File: src/rtl/ehr_reg.sv
// Ephemeral History Register: one N-bit register with P prioritised ports.
// Each port reads the register overridden by the latest valid write from lower-numbered ports.
module ehr_reg #(
  parameter int              N         = 32,
  parameter int              P         = 2,
  parameter logic [N-1:0]    RESET_VAL = '0
) (
  input  logic                clk,
  input  logic                rst_n,
  input  logic [P-1:0][N-1:0] wd,
  input  logic [P-1:0]        wv,
  output logic [P-1:0][N-1:0] r
);

  logic [N-1:0] q;
  logic [N-1:0] fwd;
  logic [N-1:0] nxt;

  // Walk ports in priority order; each port sees the value before its own write.
  always_comb begin
    fwd = q;
    r   = '0;
    for (int i = 0; i < P; i++) begin
      r[i] = fwd;
      if (wv[i]) fwd = wd[i];
    end
    nxt = fwd;
  end

  always_ff @(posedge clk or negedge rst_n) begin
    if (!rst_n) q <= RESET_VAL;
    else        q <= nxt;
  end

endmodule

File: config.mk
export PLATFORM = sky130hd
export DESIGN_NAME = ehr_reg
export DESIGN_NICKNAME = d
export VERILOG_FILES = /design/src/rtl/ehr_reg.sv
export SDC_FILE = /design/constraint.sdc
export NUM_CORES = 1
export LEC_CHECK = 0
export ABC_AREA = 1
export CAP_MARGIN = 10
export CORE_MARGIN = 2
export CORE_UTILIZATION = 33
export DETAILED_ROUTE_END_ITERATION = 7
export PLACE_DENSITY = 0.73
export SETUP_SLACK_MARGIN = 0.15
export SYNTH_ARGS = -nofsm -noshare
export SYNTH_HDL_FRONTEND = slang
export SYNTH_SLANG_ARGS = --single-unit
File: constraint.sdc
create_clock -name clk -period 2.65 [get_ports clk]
set_clock_uncertainty 0.2 [all_clocks]
set_input_delay 0.795 -clock clk [delete_from_list [all_inputs] [get_ports clk]]
set_output_delay 0.795 -clock clk [all_outputs]
set_load 0.05 [all_outputs]
==> Word level (Yosys, flattened, before mapping) <==
Cells that the tools add are included.
{ "totals": {"register_bits": 32, "elab_cells": 3} }
{ "classes": {"n_mux": 2} }
{ "op_table": {"columns": ["op", "count"], "rows": [
  ["two-way mux 32 bit", 2]
]} }

==> Longest topological paths before layout <==
{ "logic_depth": {"word_depth": 2, "ltp_mapped": 6} }

==> Least setup slack after synthesis <==
Ideal clock, no wire load.
{ "synth_path": {"kind": "in2out", "startpoint": "input wv[0]", "endpoint": "output r[32] in the netlist's numbering", "arrival_time_ps": 1553, "required_time_ps": 1655, "path_slack_ps": 102, "cell_stages": 4, "path_buffers": 2, "cell_sequence": "buf_6 -> buf_4 -> nand2_1 -> and2_1"} }
{ "synth_lines": {"columns": ["element", "line_no", "text"], "rows": [
  ["start, declared", "11", "input logic [P-1:0] wv,"],
  ["end, declared", "12", "output logic [P-1:0][N-1:0] r"]
]} }

==> Worst setup path in the final report <==
{ "layout_path": {"startpoint": "input wd[13] in the netlist's numbering", "endpoint": "register q[13]"} }
{ "layout_between": {"elab_chain_len": 2} }
{ "layout_lines": {"columns": ["element", "line_no", "text"], "rows": [
  ["start, declared", "10", "input logic [P-1:0][N-1:0] wd,"],
  ["two-way mux 32 bit (2 in a row)", "25", "if (wv[i]) fwd = wd[i];"],
  ["named net fwd[13]", "16", "logic [N-1:0] fwd;"],
  ["end signal, assigned", "32", "else q <= nxt;"],
  ["end, declared", "15", "logic [N-1:0] q;"]
]} }
The timed path passes the listed nets, and every way through them passes these cells.

==> metrics.yaml <==
pwr:
  p_int_uw: 1320
  p_total_uw: 2200
  p_leak_uw: 0.00286
  clkPwrFrac_pct: 18.9
  p_per_area_nw_per_um2: 433
  p_seq_share_pct: 25.5
  combPwrFrac_pct: 55.6
  switching_share_pct: 40.1
  p_sw_uw: 882
  ir_worst_vdd_mv: 0.265
worst_setup_path:
  crit_path_max_incr_delay_ns: 0.25
  r2r_cells: 4
  crit_family: "buffers and inverters"
  crit_buf_inv: 12
  end_kind: "flip-flop"
  crit_type: "primary input to flip-flop"
  rr_startpoint: "q[18]"
  crit_arrival_ns: 2.59
  path_max_fanout: 2
  crit_cells: 15
  critPathLaunchType: "primary input"
  worst_path_most_repeated_cell: "buf_4"
  slowest_stage: "dlygate4sd2_1"
  crit_start: "wd[13]"
  worstPathCellList: "dlygate4sd2_1 -> inv_1 -> nand2_1 -> buf_4 -> buf_4 -> buf_4 -> buf_4 -> buf_4 -> buf_4 -> buf_4 -> buf_4 -> buf_4 -> buf_4 -> nand3_1 -> nand2_1"
  required_ns: 2.63
placement:
  io_buffer_count: 131
  placed_cell_area_um2: 3900
  placed_cells: 526
  gp_congestion: 0.760
  place_hpwl_um: 4820
synth:
  avgSynthCellArea_um2: 6.59
  yosysTopAreaCell: "dfrtp_1"
  synthCells: 304
  synthMuxAreaShare_pct: 0
  ys_seq_area_share_pct: 40.0
  synth_fa_ha_area_share_pct: 0
  synth-compound-area-share_pct: 0
  synth.net_count: 372
  synth_edf_count: 0
  synthTopCellsByArea: "dfrtp_1 40%, nand2_1 24%, inv_1 12%"
  synth_xor_area_share_pct: 0
  ys.flop_type: "dfrtp_1"
  synth_seq_cells: 32
  yosysUniqueCellTypes: 10
  yosysMostFrequentCell: "nand2_1"
  yosysTopAreaCellShare_pct: 40.0
  yosys.area_share.simple_pct: 42.0
  synthesis.area_um2: 2000
  synth_top_family_by_area: "simple AND/OR/NAND/NOR gates"
  netlist_top_cells_count: "128 x nand2_1, 64 x inv_1, 32 x and2_1, 32 x dfrtp_1, 32 x nand3_1"
  ys_warn_count: 0
  synthArstFlopShare_pct: 100
cts:
  cts_root_buffer: "clkbuf_8"
  clk_pin_slew_ns: 0.08
  cts.sinks: 32
  worstSkewPairLatency_ns: 0.29
  cts_htree_levels: 2
  cts_buffer_depth: 2
  postCtsHoldBufs: 0
  numCtsBuffers: 5
  cts_tree: "built"
timing:
  min_period_over_period_pct: 98.4
  min_period_ns: 2.61
  tns_ns: 0
  worst_pin_slew_ns: 0.794
  finalMaxSlewViolations: 0
  finalHoldViolations: 0
  setup_viol_count_final: 0
  fmax_mhz: 384
  rsz0062_at_grt: "true"
  hold_ws_ns: 0.374
  relSlewSlack_pct: 47.0
route:
  first_pass_iters: 5
  drt-initial-drc-count: 102
  wire_per_inst_um: 18.0
  drc_errors: 0
  vias: 3200
  routed_wl_um: 11600
  viasPerCell: 4.95
  final_antenna_net_count: 0
global_routing:
  grtUsageMet2_pct: 57.9
  track_usage_pct: 29.2
  antenna_found_initial: 0
  grt_pass1_wl_um: 14600
  grt_pass1_vias: 3213
  grt_max_degree: 33
  global_route.usage.met1_pct: 27.1
  grtUsageMet3_pct: 6.48
  grt-ovfl-total: 0
  grt.busiest_layer: "met2"
die:
  die-area_um2: 6710
  rows: 28
  initial_core_util_pct: 34.0
  die-width_um: 81.9
  die_h_um: 81.9
  ioPinCount: 132
  fp.coreArea_um2: 5890
cells_and_area:
  drive_gt1_share_pct: 44.8
  fin_cells: 647
  reg_top3: "q (32)"
  seqCellArea_um2: 801
  largest_reg_flops: 32
  multi_input_area_um2: 1060
  largest-register: "q"
  fillers: 290
  final_area_um2: 5070
  fin_nets: 638
  areaGrowthSynthToFinish_pct: 153
worst_hold_path:
  hold_class: "primary input to asynchronous set/reset pin"
run_status:
  status: "completed"
flow_run:
  drv_cap: 0
-- cell usage in the layout, fill, tap and decap left out, drive strengths merged --
| cell type | Yosys | routed |
|---|---|---|
| clkdlybuf4s50 | 0 | 58 |
| dfrtp | 32 | 32 |
| buf | 14 | 175 |
| and2 | 32 | 32 |
| inv | 66 | 65 |
| dlygate4sd2 | 0 | 32 |
| clkinv | 0 | 3 |
| clkbuf | 0 | 7 |
| diode | 0 | 1 |
| nand2 | 128 | 128 |
| nand3 | 32 | 32 |
| dlymetal6s2s | 0 | 7 |
-- repair_timing --
item,4_1_cts,5_1_grt
setup buffers,110,0
resized for setup,81,54
endpoints found under the setup margin,32,42
cloned,1,1
pin swaps,32,9
-- routing by layer --
layer | routed length (um) | part of all wire [%] | vias up
li1 | - | - | 1404
met1 | 3880 | 33 | 1510
met2 | 6120 | 53 | 210
met3 | 837 | 7.2 | 76
met4 | 796 | 6.8 | 0
met5 | 0 | 0 | -
-- cell families after synthesis --
logic type | count (synthesis)
and+or+nand+nor | 192
DFF | 32
buffers and inverters | 80
-- worst paths after layout --
kind                       slack (ns)    end
min reg2reg                      0.40  q[25]
max in group asynchronous        1.35  q[31]
min                              0.37  q[13]
max reg2reg                      1.56  q[18]
min in group clk                 0.40  q[25]
max                              0.04  q[13]
-- stage by stage --
stage	util (%)	worst slack (ns)
detailed placement	66.3	-0.462
CTS	82.8	0.121
finish	86.1	0.0435
floorplan	-	0.231
global placement	66.3	-0.422
global route	86.1	0.0211
-- layout make-up --
type / count / share of cell area, %
diodes: 1 / 0.0494
repair buffers: 273 / 54.5
clock buffers: 6 / 1.63
well taps: 75 / 1.85
clock inverters: 2 / 0.197
inverters: 66 / 5.13
multi-input cells: 192 / 20.8
flip-flops and latches: 32 / 15.8
-- power by group through the flow --
stage	combinational [uW]	sequential, uW	clock [uW]
after floorplan	346	727	0
after global placement	972	563	0
after detailed placement	981	566	0
after CTS	1130	556	410
after global routing	1270	565	444
final	1220	561	415
(Power assumes the default switching activity.)
==> edit 1: new RTL, same flow settings <==
Change the parameter `P` from 2 to 1.
--- a/src/rtl/ehr_reg.sv
+++ b/src/rtl/ehr_reg.sv
@@ -4,3 +4,3 @@
   parameter int              N         = 32,
-  parameter int              P         = 2,
+  parameter int              P         = 1,
   parameter logic [N-1:0]    RESET_VAL = '0
Ports: changed (resized r, wd and wv); port bits go from 132 to 67. No check against the original RTL was run, so the function may have changed too.
==> edit 1 against the unedited design <==
  * Worst setup slack better by 160 ps
  * Design area down 60%
  * Synthesized area down 35%
  * Power down 41%
  * Maximum frequency up 6.7%
  * Sequential cell count unchanged
  * Wire length down 76%
  * Clock power down 10%
  * Critical endpoint is now r[27]
==> edit 1: results (changes against the unedited design) <==
[status]
status=finished, final reports clean

[global_route]
grt_pass1_vias=1003  ; -69%
grt_pass1_wl_um=4550  ; -69%
use_met2_pct=23.1  ; -35 points
use_met3_pct=3.04  ; -3.4 points

[synth]
syn_nets=171  ; -54%
synth_cell_types=7  ; -3
ys_seq_area_share_pct=62.0  ; +22 points
yosys-top-cells-area=dfrtp_1 (62%), nand2_1 (25%), nand2_2 (4.8%), clkbuf_8 (3.2%), buf_6 (2.6%)
syn_area_um2=1290  ; -35%

[finish]
nets=240  ; -62%
num_antenna_cells=0  ; -1
final_cells=254  ; -61%
fillers=362  ; +25%
drive_above_1_share_pct=10.7  ; -34 points
fin_util_pct=54.8  ; -31 points

[power]
p_comb_uw=367  ; -70%
clkPwrFrac_pct=28.7  ; +9.8 points
p_leak_nw=1.01  ; -65%
p_comb_share_pct=28.3  ; -27 points

[clock_network]
post-cts-setup-buffers=0  ; -100%
clock_latency_ps=270  ; -20 ps
clkSlewWorstSetupHoldPaths_ps=60  ; -20 ps
cts_resized=0  ; -100%

[place]
dpl-instance-area_um2=1940  ; -50%
pre_cts_ws_ps=482  ; +945 ps
port_buffers=66  ; -50%
dp.final_hpwl_um=1920  ; -60%

[critical_path]
max_stage_delay_ps=810  ; +560 ps
crit_arrival_ps=1450  ; -1140 ps
critPathSlowestCell=clkdlybuf4s50_1

[detailed_routing]
wl_per_cell_um=10.8  ; -40%
met1_length_um=1200  ; -69%
wl_met2_um=1350  ; -78%
first_pass_iters=4  ; -1

[worst_hold_path]
holdCritPathClass=flip-flop to flip-flop

[timing]
tightest_slew_ps=524  ; -270 ps

-- edit 1: layout make-up --
type / count / area, um^2 / area share, %
tap: 48 / 60.1 / 2.95
clock buffer: 6 / 82.6 / 4.06
timing repair buffer: 69 / 686 / 33.7
inverter: 1 / 11.3 / 0.553
multi-input combinational: 96 / 385 / 18.9
sequential: 32 / 801 / 39.3
clock inverter: 2 / 10.0 / 0.492
-- edit 1: worst paths after layout --
check | from | to | slack [ps] | depth (start not counted)
worst max register to register | r[27]$_DFFE_PN0P_ | r[27]$_DFFE_PN0P_ | 1840 | 2
worst min-delay path | r[20]$_DFFE_PN0P_ | r[20]$_DFFE_PN0P_ | 270 | 2
worst min register to register | r[20]$_DFFE_PN0P_ | r[20]$_DFFE_PN0P_ | 270 | 2
min in group asynchronous | rst_n | r[25]$_DFFE_PN0P_ | 710 | 2
max in group asynchronous | rst_n | r[4]$_DFFE_PN0P_ | 1250 | 2
worst max-delay path | r[27]$_DFFE_PN0P_ | r[27] | 210 | 1
==> edit 2: new RTL, config.mk and constraints unchanged <==
Made on the original files. Put a register stage on the output `r`, with the module's reset. The value now appears one clock later.
--- a/src/rtl/ehr_reg.sv
+++ b/src/rtl/ehr_reg.sv
@@ -14,2 +14,4 @@
 
+  logic [P-1:0][N-1:0] r_d;
+
   logic [N-1:0] q;
@@ -21,5 +23,5 @@
     fwd = q;
-    r   = '0;
+    r_d = '0;
     for (int i = 0; i < P; i++) begin
-      r[i] = fwd;
+      r_d[i] = fwd;
       if (wv[i]) fwd = wd[i];
@@ -34,2 +36,10 @@
 
+  always_ff @(posedge clk or negedge rst_n) begin
+    if (!rst_n) begin
+      r <= '0;
+    end else begin
+      r <= r_d;
+    end
+  end
+
 endmodule
Behaviour: not the same (a bounded check fails within 4 cycles, from zero or initial values and one cycle with rst_n low).
==> edit 2 against the unedited design <==
  * Worst hold slack lost 190 ps
  * Power grew 58%
  * Wire length shrank 30%
  * Synthesized area rose by 80%
  * Maximum frequency up 16%
  * Global-route usage down 15 points
  * Design area grew 2.8%
  * Cell count shrank 0.31%
  * Sequential cell count increased by 64
  * Count of clock-buffer cells in the layout rose by 4
  * Highest routed layer unchanged
  * Largest cell class is now sequential cells
  * Worst setup slack improved by 360 ps
  * Via count decreased by 15%
  * Synthesized cell count is 21% higher
==> edit 2: results (changes against the unedited design) <==
[global_route]
grt_max_degree=97  ; +190%
grt_pass1_vias=2742  ; -15%
grt_pass1_wl_um=12800  ; -12%
use_met3_pct=5.85  ; -0.64 points

[detailed_routing]
met3_length_um=686  ; -18%
via_per_inst=4.22  ; -15%
first_pass_iters=4  ; -1
drt_iter0_markers=73  ; -28%
wl_per_cell_um=12.6  ; -30%

[clock_network]
cts_htree_levels=3  ; +1
clock_latency_ps=360  ; +70 ps
post-cts-setup-buffers=0  ; -100%
numCtsBuffers=9  ; +4

[place]
dpl-instance-area_um2=5030  ; +29%
pre_cts_ws_ps=503  ; +965 ps
dp_cells=629  ; +20%

[timing]
setup_ws_ps=408  ; +365 ps

[critical_path]
endpoint=r[9]
r2r_cells=3  ; -1
r2r_setup_slack_ps=1650  ; +90 ps
max_stage_delay_ps=530  ; +280 ps
reg2reg_from=q[31]$_DFF_PN0_
worstSetupEndpointType=output pin
crit_arrival_ps=1250  ; -1340 ps
critPathMaxFanout=1  ; -1

[finish]
num_antenna_cells=0  ; -1
reg_top3=r x64, q x32

[status]
status=finished, final reports clean

[power]
p_switching_mw=1.07  ; +21%
p_leak_nw=2.76  ; -3.6%

[synth]
ys_seq_area_share_pct=66.7  ; +27 points
synth_commonest_cells=nand2_1 (128), dfrtp_1 (96), inv_1 (64)
syn_nets=436  ; +17%
synth.avg_cell_area_um2=9.79  ; +49%

edit 2: cell types whose count changed in the layout (fill, tap and decap cells not counted), moves of 28 or more:
cell | before | now
buf_4 | 136 | 3
dfrtp_1 | 32 | 96
nand2_1 | 92 | 128
buf_12 | 36 | 2
and2_1 | 0 | 32
and2_4 | 32 | 0
nand2_2 | 28 | 0
edit 2: layout make-up:
class / instances / area [um^2] / area share, %
inverter: 66 / 250 / 4.80
multi-input combinational: 192 / 841 / 16.1
clock inverter: 6 / 90.1 / 1.73
sequential: 96 / 2400 / 46.1
clock buffer: 10 / 138 / 2.64
timing repair buffer: 135 / 1310 / 25.2
tap: 140 / 175 / 3.36
edit 2: power groups by stage:
stage | sequential, mW | combinational (mW) | clock, mW
2_1_floorplan | 1.99 | 0.162 | 0
6_report | 1.64 | 0.772 | 1.06
3_3_place_gp | 1.67 | 0.827 | 0
3_5_place_dp | 1.68 | 0.835 | 0
5_1_grt | 1.66 | 0.829 | 1.17
4_1_cts | 1.65 | 0.783 | 1.10
